$ cat src/rtl/tw_seq_pkg.sv
// Shared types, default widths and the twiddle address mapping for the
// radix-2 DIF twiddle ROM sequencer.
package tw_seq_pkg;

  typedef enum logic [1:0] {
    IDLE  = 2'd0,
    RUN   = 2'd1,
    DRAIN = 2'd2
  } tw_state_e;

  localparam int STAGE_FFT_DEF = 8;
  localparam int ADDR_W_DEF    = STAGE_FFT_DEF - 1;
  localparam int STG_W_DEF     = $clog2(STAGE_FFT_DEF);

  // Stage s keeps the low (addr_w - s) bits of k and shifts them up by s,
  // so each stage touches every 2^s-th ROM entry; the last stage is W^0.
  function automatic logic [31:0] tw_addr(input int addr_w, input int s, input int k);
    logic [31:0] mask;
    logic [31:0] full;
    mask = (32'd1 << (addr_w - s)) - 32'd1;
    full = (32'd1 << addr_w) - 32'd1;
    return ((32'(k) & mask) << s) & full;
  endfunction

endpackage

$ cat src/rtl/tw_addr_sequencer.sv
// Issues one twiddle ROM read per unstalled cycle across every stage of an
// FFT frame and produces qualifiers aligned to the ROM's registered output.
module tw_addr_sequencer
  import tw_seq_pkg::*;
#(
  parameter int stage_FFT = STAGE_FFT_DEF,
  parameter int ADDR_W    = stage_FFT - 1,
  parameter int STG_W     = $clog2(stage_FFT)
) (
  input  logic              clk,
  input  logic              rst,
  input  logic              start,
  input  logic              stall,
  output logic              busy,
  output logic              en_rd,
  output logic [ADDR_W-1:0] rd_ptr_angle,
  output logic              tw_valid,
  output logic [STG_W-1:0]  tw_stage,
  output logic              tw_last,
  output logic              done
);

  localparam logic [ADDR_W-1:0] K_LAST = '1;
  localparam logic [STG_W-1:0]  S_LAST = STG_W'(stage_FFT - 1);

  tw_state_e         state_q, state_d;
  logic [STG_W-1:0]  s_q, s_d;
  logic [ADDR_W-1:0] k_q, k_d;
  logic              busy_q, busy_d;
  logic              done_q, done_d;
  logic              tw_valid_q, tw_valid_d;
  logic [STG_W-1:0]  tw_stage_q, tw_stage_d;
  logic              tw_last_q, tw_last_d;
  logic              issue;
  logic              last_issue;
  logic [ADDR_W-1:0] addr;

  always_comb begin
    state_d    = state_q;
    s_d        = s_q;
    k_d        = k_q;
    done_d     = 1'b0;
    issue      = 1'b0;
    last_issue = 1'b0;
    tw_valid_d = tw_valid_q;
    tw_stage_d = tw_stage_q;
    tw_last_d  = tw_last_q;

    unique case (state_q)
      IDLE: begin
        // The done cycle is spent in IDLE; a start seen there is dropped.
        if (start && !done_q) begin
          state_d = RUN;
          s_d     = '0;
          k_d     = '0;
        end
      end
      RUN: begin
        if (!stall) begin
          issue = 1'b1;
          if (k_q == K_LAST) begin
            k_d = '0;
            if (s_q == S_LAST) begin
              last_issue = 1'b1;
              s_d        = '0;
              state_d    = DRAIN;
            end else begin
              s_d = s_q + STG_W'(1);
            end
          end else begin
            k_d = k_q + ADDR_W'(1);
          end
        end
      end
      DRAIN: begin
        if (!stall) begin
          state_d = IDLE;
          done_d  = 1'b1;
        end
      end
      default: state_d = IDLE;
    endcase

    // Qualifiers track the ROM output register, which only loads when unstalled.
    if (!stall) begin
      tw_valid_d = issue;
      tw_stage_d = issue ? s_q : '0;
      tw_last_d  = last_issue;
    end

    busy_d = (state_d != IDLE) || done_d;
  end

  always_comb begin
    addr = '0;
    if (state_q == RUN) begin
      addr = ADDR_W'(tw_addr(ADDR_W, int'(s_q), int'(k_q)));
    end
  end

  always_ff @(posedge clk) begin
    if (rst) begin
      state_q    <= IDLE;
      s_q        <= '0;
      k_q        <= '0;
      busy_q     <= 1'b0;
      done_q     <= 1'b0;
      tw_valid_q <= 1'b0;
      tw_stage_q <= '0;
      tw_last_q  <= 1'b0;
    end else begin
      state_q    <= state_d;
      s_q        <= s_d;
      k_q        <= k_d;
      busy_q     <= busy_d;
      done_q     <= done_d;
      tw_valid_q <= tw_valid_d;
      tw_stage_q <= tw_stage_d;
      tw_last_q  <= tw_last_d;
    end
  end

  assign busy         = busy_q;
  assign en_rd        = issue;
  assign rd_ptr_angle = addr;
  assign tw_valid     = tw_valid_q;
  assign tw_stage     = tw_stage_q;
  assign tw_last      = tw_last_q;
  assign done         = done_q;

endmodule

$ cat config.mk
export PLATFORM = sky130hd
export DESIGN_NAME = tw_addr_sequencer
export DESIGN_NICKNAME = d
export VERILOG_FILES = /design/src/rtl/tw_seq_pkg.sv /design/src/rtl/tw_addr_sequencer.sv
export SDC_FILE = /design/constraint.sdc
export NUM_CORES = 1
export LEC_CHECK = 0
export CORE_ASPECT_RATIO = 1.75
export CORE_MARGIN = 5
export CORE_UTILIZATION = 45
export DETAILED_ROUTE_END_ITERATION = 16
export DONT_BUFFER_PORTS = 1
export GPL_TIMING_DRIVEN = 0
export PLACE_DENSITY = 0.61
export SLEW_MARGIN = 5
export SYNTH_ARGS = -nofsm -noshare
export SYNTH_HDL_FRONTEND = slang
export SYNTH_SLANG_ARGS = --single-unit
export TNS_END_PERCENT = 50
$ cat constraint.sdc
create_clock -name clk -period 3.45 [get_ports clk]
set_input_delay 0.69 -clock clk [delete_from_list [all_inputs] [get_ports clk]]
set_output_delay 0.69 -clock clk [all_outputs]
set_load 0.02 [all_outputs]
==> results of run 1 <==
-- flip-flops by register name, summed over array words and instances, names as in the netlist --
signal and flops:
k_q 7, state_q 2, tw_last 1, tw_stage 3, busy 1, s_q 3
done 1, tw_valid 1
-- through the flow --
step / worst slack [ns] / cells / power [mW] / util [%] / cell area [sq um]
final: 0.228 / 218 / 0.422 / 50.8 / 1600
after global routing: 0.0216 / 218 / 0.438 / 50.8 / 1600
after CTS: 0.0165 / 218 / 0.425 / 49.9 / 1570
after detailed placement: 0.228 / 214 / 0.268 / 47.7 / 1500
after global placement: 0.281 / 214 / 0.267 / 47.7 / 1500
after floorplan: 0.561 / 171 / 0.261 / - / 1450
-- cell type report --
cell class / count / area share, %
plain buffers: 9 / 5.09
flip-flops and latches: 19 / 23.9
multi-input cells: 135 / 62.9
well taps: 43 / 3.37
clock buffers: 4 / 2.82
inverters: 8 / 1.88
-- metal layers --
layer  share of wire [%]  vias up  global-route usage [%]
met4                 2.5        0                    7.21
li1                    -      630                       -
met2                  51       28                    30.2
met3                 4.1        9                    2.99
met5                   0        -                       0
met1                  43      595                    20.2
-- cells in the final DEF (no fill, tap or decap), types with 4 or more instances in the layout --
master    count
inv_1         6
clkbuf_8      6
nor2_1       22
nand2_1      15
o31a_1        4
a31oi_1       4
nor2b_1       5
a21oi_1       6
nor3_1        5
dfxtp_1      18
o21ai_0       6
ha_1          8
-- report_power, final --
part	leakage, nW	internal [mW]	switching, mW
logic	0.347	0.0129	0.0251
clock network	0.0228	0.0822	0.0754
registers	0.154	0.222	0.00416
total	0.524	0.317	0.105
-- worst max-delay path, stage by stage (launching register included) --
cell and delay [ns]:
dfxtp_1 0.46, buf_6 0.19, clkbuf_8 0.19, nand2_1 0.07, ha_1 0.26, and3b_1 0.25, o21ai_2 0.08, o21ai_2 0.17
o21ai_0 0.17, a211oi_2 0.44
-- worst paths after layout --
| check | end | start |
|---|---|---|
| setup / recovery | rd_ptr_angle[6] | s_q[2] |
| hold / removal | k_q[4] | rst |
| setup reg to reg | s_q[1] | k_q[0] |
| hold reg to reg | k_q[6] | k_q[6] |
-- cell families after synthesis --
| family | count (synthesis) | share of synthesized area (%) |
|---|---|---|
| AOI/OAI and AO/OA | 51 | 28.0 |
| DFF | 19 | 26.3 |
| muxes | 2 | 1.47 |
| and+or+nand+nor | 68 | 25.4 |
| buffers and inverters | 17 | 7.70 |
| adders and majority gates | 10 | 8.65 |
| xor gates and xnor gates | 4 | 2.42 |
-- what timing repair did --
| item | in CTS | in global routing |
|---|---|---|
| setup endpoints to repair | 3 | 4 |
| pin swaps | 0 | 1 |
| gates resized for setup | 3 | 5 |
==> flow_metrics.tcl, run 1 <==
set metrics [dict create \
    outcome "finished clean" \
    place.gp.congestion 0.820 \
    avgViaCountPerCell 5.79 \
    powerDensity_mw_per_mm2 264 \
    grt_pass1_wl_mm 6.04 \
    async_flop_share_pct 0 \
    numCtsBuffers 3 \
    dieArea_sq_mm 0.00449 \
    holdPathStages 1 \
    grt_pass1_vias 1273 \
    min_period_over_period_pct 93.4 \
    end_kind "primary output" \
    grt_use_total_pct 17.4 \
    cts_num_sinks 19 \
    syn_avg_cell_area_sq_um 8.46 \
    grt_max_degree 12 \
    synth_fp_nets 185 \
    setup-tns-final_ns 0 \
    hold_violations 0 \
    dieHeight_microns 85 \
    drt-total-wl_mm 3.59 \
    fin_skew_ns 0.00323 \
    ys_ff_latch 19 \
    synthTopCellsByArea "dfxtp_1, ha_1, nor2_1" \
    drive_gt1_share_pct 21.1 \
    vdd_drop_max_uv 245 \
    core_sq_mm 0.00314 \
    area_growth_pct 10.4 \
    criticalPathCategory "flip-flop to primary output" \
    leakagePower_nw 0.524 \
    netlist.top_cell.by_area "dfxtp_1" \
    clock_latency_ns 0.26 \
    grt_setup_unrepaired "false" \
    rows 27 \
    cap_viol_max_count 0 \
    ant_nets 0 \
    cts_tree "done" \
    ctsRootBufferMaster "clkbuf_8" \
    synth_edf_count 0 \
    hpwl_mm 2.73 \
    multiInputGateArea_sq_mm 0.00100 \
    netlist_area_sq_mm 0.00145 \
    tightest_slew_ns 0.475 \
    nFillCells 329 \
    synth_cells 171 \
    hold_class "input pin to flip-flop" \
    die_w_microns 52.9 \
    finalSetupViolCount 0 \
    n_antenna_cell 0 \
    synth_top_area_share_pct 26.3 \
    crit_arrival_ns 2.53 \
    synth-warning-count 0 \
    worstPathRequired_ns 2.76 \
    start_util_pct 46.0 \
    gr-total-overflow 0 \
    hold-worst-slack_ns 0.488 \
    antenna_found_initial 0 \
    slew_violations 0 \
    ctsHoldBuffers 0 \
    regArea_sq_um 382 \
    portBuffers 0 \
    crit_fanout 10 \
    reg2reg_slack_ns 1.79 \
    firstDrtPassIters 4 \
    cp-start-kind "flip-flop" \
    post-cts-setup-buffer-count 0 \
    ioPinCount 19 \
    ys_top_cells_by_count "nor2_1, dfxtp_1, nand2_1, ha_1" \
    path_clk_slew_ns 0.07 \
    wire_per_inst_microns 16.5 \
    period_needed_ns 3.22 \
    seq_area_frac_synth_pct 26.3 \
    final_nets 190 \
    yosysMostFrequentCell "nor2_1" \
    route.detailed.drc 0 \
    fmax_ghz 0.310 \
    drtIter0Drc 39 \
    clockBufferDepth 2 \
    slew_headroom_pct 68.4 \
    ys_types 54 \
    htreeDepth 1 \
    reg2reg_depth 6 \
    num_vias 1262 \
    synth_ff_type "dfxtp_1" \
]
Note: power is estimated with default switching activity, not from simulation.
==> inputs of run 2 (changes only) <==
Settings changed: CELL_PAD_IN_SITES_DETAIL_PLACEMENT set to 1, CELL_PAD_IN_SITES_GLOBAL_PLACEMENT set to 2, CORE_UTILIZATION 45 to 40, PLACE_DENSITY 0.61 to 0.83, RECOVER_POWER set to 50.
==> flow_metrics.tcl, run 2 (same netlist as run 1, synthesis figures left out) <==
set metrics [dict create \
    slew_violations 0 \
    num_vias 1361 \
    grt_pass1_wl_mm 6.99 \
    ant_nets 0 \
    place.gp.congestion 0.740 \
    grt_use_total_pct 18.0 \
    drt-total-wl_mm 4.31 \
    placed_cells 217 \
    stdcell_count 221 \
    avgViaCountPerCell 6.16 \
    htreeDepth 1 \
    area_growth_pct 10.0 \
    crit_fanout 11 \
    grt_setup_unrepaired "false" \
    final_nets 190 \
    clockBufferDepth 2 \
    period_needed_ns 3.32 \
    hold_class "input pin to flip-flop" \
    path_clk_slew_ns 0.07 \
    rows 29 \
    hold-worst-slack_ns 0.487 \
    dieHeight_microns 89.6 \
    cts_tree "done" \
    numCtsBuffers 3 \
    final_common_cell "nor2_1" \
    post-route-util_pct 44.8 \
    worstPathRequired_ns 2.76 \
    gr-total-overflow 0 \
    n_antenna_cell 0 \
    powerDensity_mw_per_mm2 265 \
    layout_common_cells "nor2_1, dfxtp_1, nand2_1" \
    wire_per_inst_microns 19.5 \
    firstDrtPassIters 4 \
    core_sq_mm 0.00356 \
    grt_max_degree 12 \
    clock_latency_ns 0.26 \
    criticalPathCategory "flip-flop to primary output" \
    tightest_slew_ns 0.645 \
    fin_skew_ns 0.00462 \
    min_period_over_period_pct 96.4 \
    drtIter0Drc 17 \
    finalPower_mw 0.421 \
    grt_pass1_vias 1484 \
    outcome "finished clean" \
    setup-tns-final_ns 0 \
    crit_arrival_ns 2.63 \
    end_kind "primary output" \
    start_util_pct 40.7 \
    cts_num_sinks 19 \
    hpwl_mm 3.39 \
    post-cts-setup-buffer-count 0 \
    nFillCells 484 \
    finalSetupViolCount 0 \
    cp-start-kind "flip-flop" \
    largest-register "k_q" \
    ctsRootBufferMaster "clkbuf_8" \
    largest_register_ffs 7 \
    cap_viol_max_count 0 \
    leakagePower_nw 0.517 \
    slew_headroom_pct 57.0 \
    die_w_microns 55.5 \
    antenna_found_initial 0 \
    fmax_ghz 0.301 \
    portBuffers 0 \
    route.detailed.drc 0 \
    ioPinCount 19 \
    drive_gt1_share_pct 20.0 \
    vdd_drop_max_uv 279 \
    dieArea_sq_mm 0.00497 \
    hold_violations 0 \
]
==> run 2: worst paths after layout <==
path,endpoint,cells after the start,slack [ns],startpoint
worst max-delay path,rd_ptr_angle[6],9,0.13,s_q[0]
worst min-delay path,state_q[1],1,0.49,rst
worst max register to register,tw_valid,6,1.48,state_q[1]
worst min register to register,k_q[6],2,0.54,k_q[6]
==> run 2: per-layer routing <==
| metal | part of all wire [%] | global-route usage, % |
|---|---|---|
| met1 | 34 | 15.8 |
| met2 | 57 | 36.5 |
| met3 | 2.6 | 2.46 |
| met4 | 6.4 | 13.7 |
| met5 | 0 | 0 |
==> run 2: area by class of cell <==
class	instances	area [sq um]	area share [%]
buffer	9	78.8	4.95
clock inverter	1	5.00	0.314
inverter	8	30.0	1.89
multi-input combinational	135	996	62.6
sequential	19	383	24.1
tap	46	57.6	3.62
clock buffer	3	41.3	2.59
==> run 2: critical path, cell delays in order (launching register included) <==
cell and delay (ns):
dfxtp_2 0.36, inv_2 0.18, ha_2 0.30, nand2_1 0.08, ha_1 0.27, and3b_1 0.27
o21ai_2 0.09, o21ai_2 0.16, o21ai_0 0.20, a211oi_2 0.47
==> run 2: stage by stage <==
| step | instance area, sq um | worst slack [ns] |
|---|---|---|
| detailed placement | 1500 | 0.145 |
| finish | 1590 | 0.125 |
| CTS | 1590 | 0.0731 |
| global placement | 1500 | 0.277 |
| floorplan | 1450 | 0.561 |
| global route | 1590 | 0.00330 |
==> run 2: repair_timing <==
action / 4_1_cts / 5_1_grt
gates resized for setup: 4 / 5
endpoints found under the setup margin: 4 / 4
hold buffers: 0 / 0
pin swaps: 0 / 1
==> run 2: report_power, final <==
| part | leakage, nW | switching [mW] | internal [mW] |
|---|---|---|---|
| clock | 0.0255 | 0.0765 | 0.0804 |
| sequential | 0.155 | 0.00420 | 0.222 |
| combinational | 0.337 | 0.0258 | 0.0124 |
==> inputs of run 3 (changes only) <==
Settings changed: GPL_TIMING_DRIVEN 0 to not set.
==> flow_metrics.tcl, run 3 (same netlist as run 1, synthesis figures left out) <==
set metrics [dict create \
    outcome "finished clean" \
    firstDrtPassIters 4 \
    ctsHoldBuffers 0 \
    finalInstanceArea_sq_mm 0.00153 \
    slew_headroom_pct 55.5 \
    switching_power_mw 0.0962 \
    worstPathRequired_ns 2.76 \
    n_antenna_cell 0 \
    vdd_drop_max_uv 254 \
    hold_class "input pin to flip-flop" \
    clock_latency_ns 0.26 \
    grt_use_met2_pct 30.9 \
    powerDensity_mw_per_mm2 269 \
    r2r-start "s_q[0]" \
    ioPinCount 19 \
    route.detailed.drc 0 \
    reg2reg_depth 5 \
    r2r-end "state_q[0]" \
    dieArea_sq_mm 0.00497 \
    holdPathStages 1 \
    largest-register "k_q" \
    wire_per_inst_microns 17.8 \
    intPower_mw 0.314 \
    largest_register_ffs 7 \
    crit_arrival_ns 2.59 \
    min_to "k_q[1]" \
    p_sw_share_pct 23.4 \
    use_met1_pct 15.2 \
    hp-start "rst" \
    criticalPathCategory "flip-flop to primary output" \
    cap_viol_max_count 0 \
    portBuffers 0 \
    leakagePower_nw 0.520 \
    setup-tns-final_ns 0 \
    path_clk_slew_ns 0.07 \
    antenna_found_initial 0 \
    dieHeight_microns 89.6 \
    grt_use_total_pct 16.1 \
    place.gp.congestion 0.843 \
    hold_violations 0 \
    startpoint "s_q[0]" \
    fmax_ghz 0.305 \
    grt_setup_unrepaired "false" \
    busiest_layer "met2" \
    power_frac_seq_pct 55.5 \
    grt_pass1_wl_mm 6.31 \
    finalSetupViolCount 0 \
    ant_nets 0 \
    cp-start-kind "flip-flop" \
    fin_skew_ns 0.00537 \
    grt_max_degree 17 \
    place_area_sq_mm 0.00148 \
    num_vias 1319 \
    core_sq_mm 0.00356 \
    ctsRootBufferMaster "clkbuf_8" \
    die_w_microns 55.5 \
    crit_fanout 13 \
    min_period_over_period_pct 95.0 \
    drt-total-wl_mm 3.91 \
    numCtsBuffers 3 \
    final_nets 189 \
    reg2reg_slack_ns 1.55 \
    grt_pass1_vias 1384 \
    period_needed_ns 3.28 \
    layout_common_cells "nor2_1, dfxtp_1, nand2_1" \
    final_common_cell "nor2_1" \
    combPwrFrac_pct 7.2 \
    rows 29 \
    gr-total-overflow 0 \
    area_growth_pct 5.45 \
    clockBufferDepth 2 \
    hpwl_mm 3.06 \
    globalRouteMet3Util_pct 2.17 \
    p_clk_share_pct 37.3 \
    slew_violations 0 \
    drive_gt1_share_pct 19.0 \
    cts_num_sinks 19 \
    start_util_pct 40.7 \
    tightest_slew_ns 0.668 \
    cts_tree "done" \
    htreeDepth 1 \
    avgViaCountPerCell 6.00 \
    drtIter0Drc 12 \
    end_kind "primary output" \
]
[run 3: worst max-delay path by stage]
stage	to	slack (ns)	cells past startpoint
after floorplan	rd_ptr_angle[5]	0.56	9
after global placement	rd_ptr_angle[6]	0.32	10
after detailed placement	rd_ptr_angle[2]	0.19	10
after CTS	rd_ptr_angle[2]	0.08	10
after global routing	rd_ptr_angle[2]	0.04	10
final	rd_ptr_angle[6]	0.17	9
[run 3: area by class of cell]
type | count | area (sq um)
flip-flops and latches | 19 | 384
multi-input cells | 135 | 952
clock buffers | 4 | 45.0
repair buffers | 8 | 56.3
inverters | 8 | 30.0
well taps | 46 | 57.6
fillers | 466 | 2030
[run 3: through the flow]
stage	hold WS [ns]	setup slack (ns)	power [mW]	instances	utilization, %
6_report	0.496	0.172	0.411	220	42.9
5_1_grt	0.489	0.0398	0.426	220	42.9
4_1_cts	0.486	0.0799	0.417	220	43.0
3_5_place_dp	0.543	0.188	0.264	216	41.7
3_3_place_gp	0.496	0.317	0.263	216	41.7
2_1_floorplan	0.459	0.561	0.261	171	-
[run 3: critical path: stages, from the launching register on]
cell and delay, ns:
dfxtp_4 0.40, ha_1 0.25, buf_4 0.17, ha_1 0.29
nor2b_4 0.18, or3_1 0.33, a21oi_2 0.18, o21ai_0 0.11
a211oi_1 0.25, buf_4 0.18
[run 3: repair_timing]
item,in CTS,in global routing
endpoints found under the setup margin,3,4
resized for setup,1,2
hold endpoints to repair,0,0
buffers inserted,0,0
cloned,0,0
[run 3: metal layers]
layer  vias up  wire, microns
met3        18            119
li1        633              -
met4         0            204
met2        32           2100
met5         -              0
met1       636           1480
[run 3: power groups by stage]
stage	Sequential, mW	Combinational, mW	Clock (mW)
after global routing	0.228	0.0325	0.165
after CTS	0.229	0.0310	0.157
after floorplan	0.231	0.0298	0
after global placement	0.234	0.0297	0
final	0.228	0.0296	0.153
after detailed placement	0.234	0.0306	0
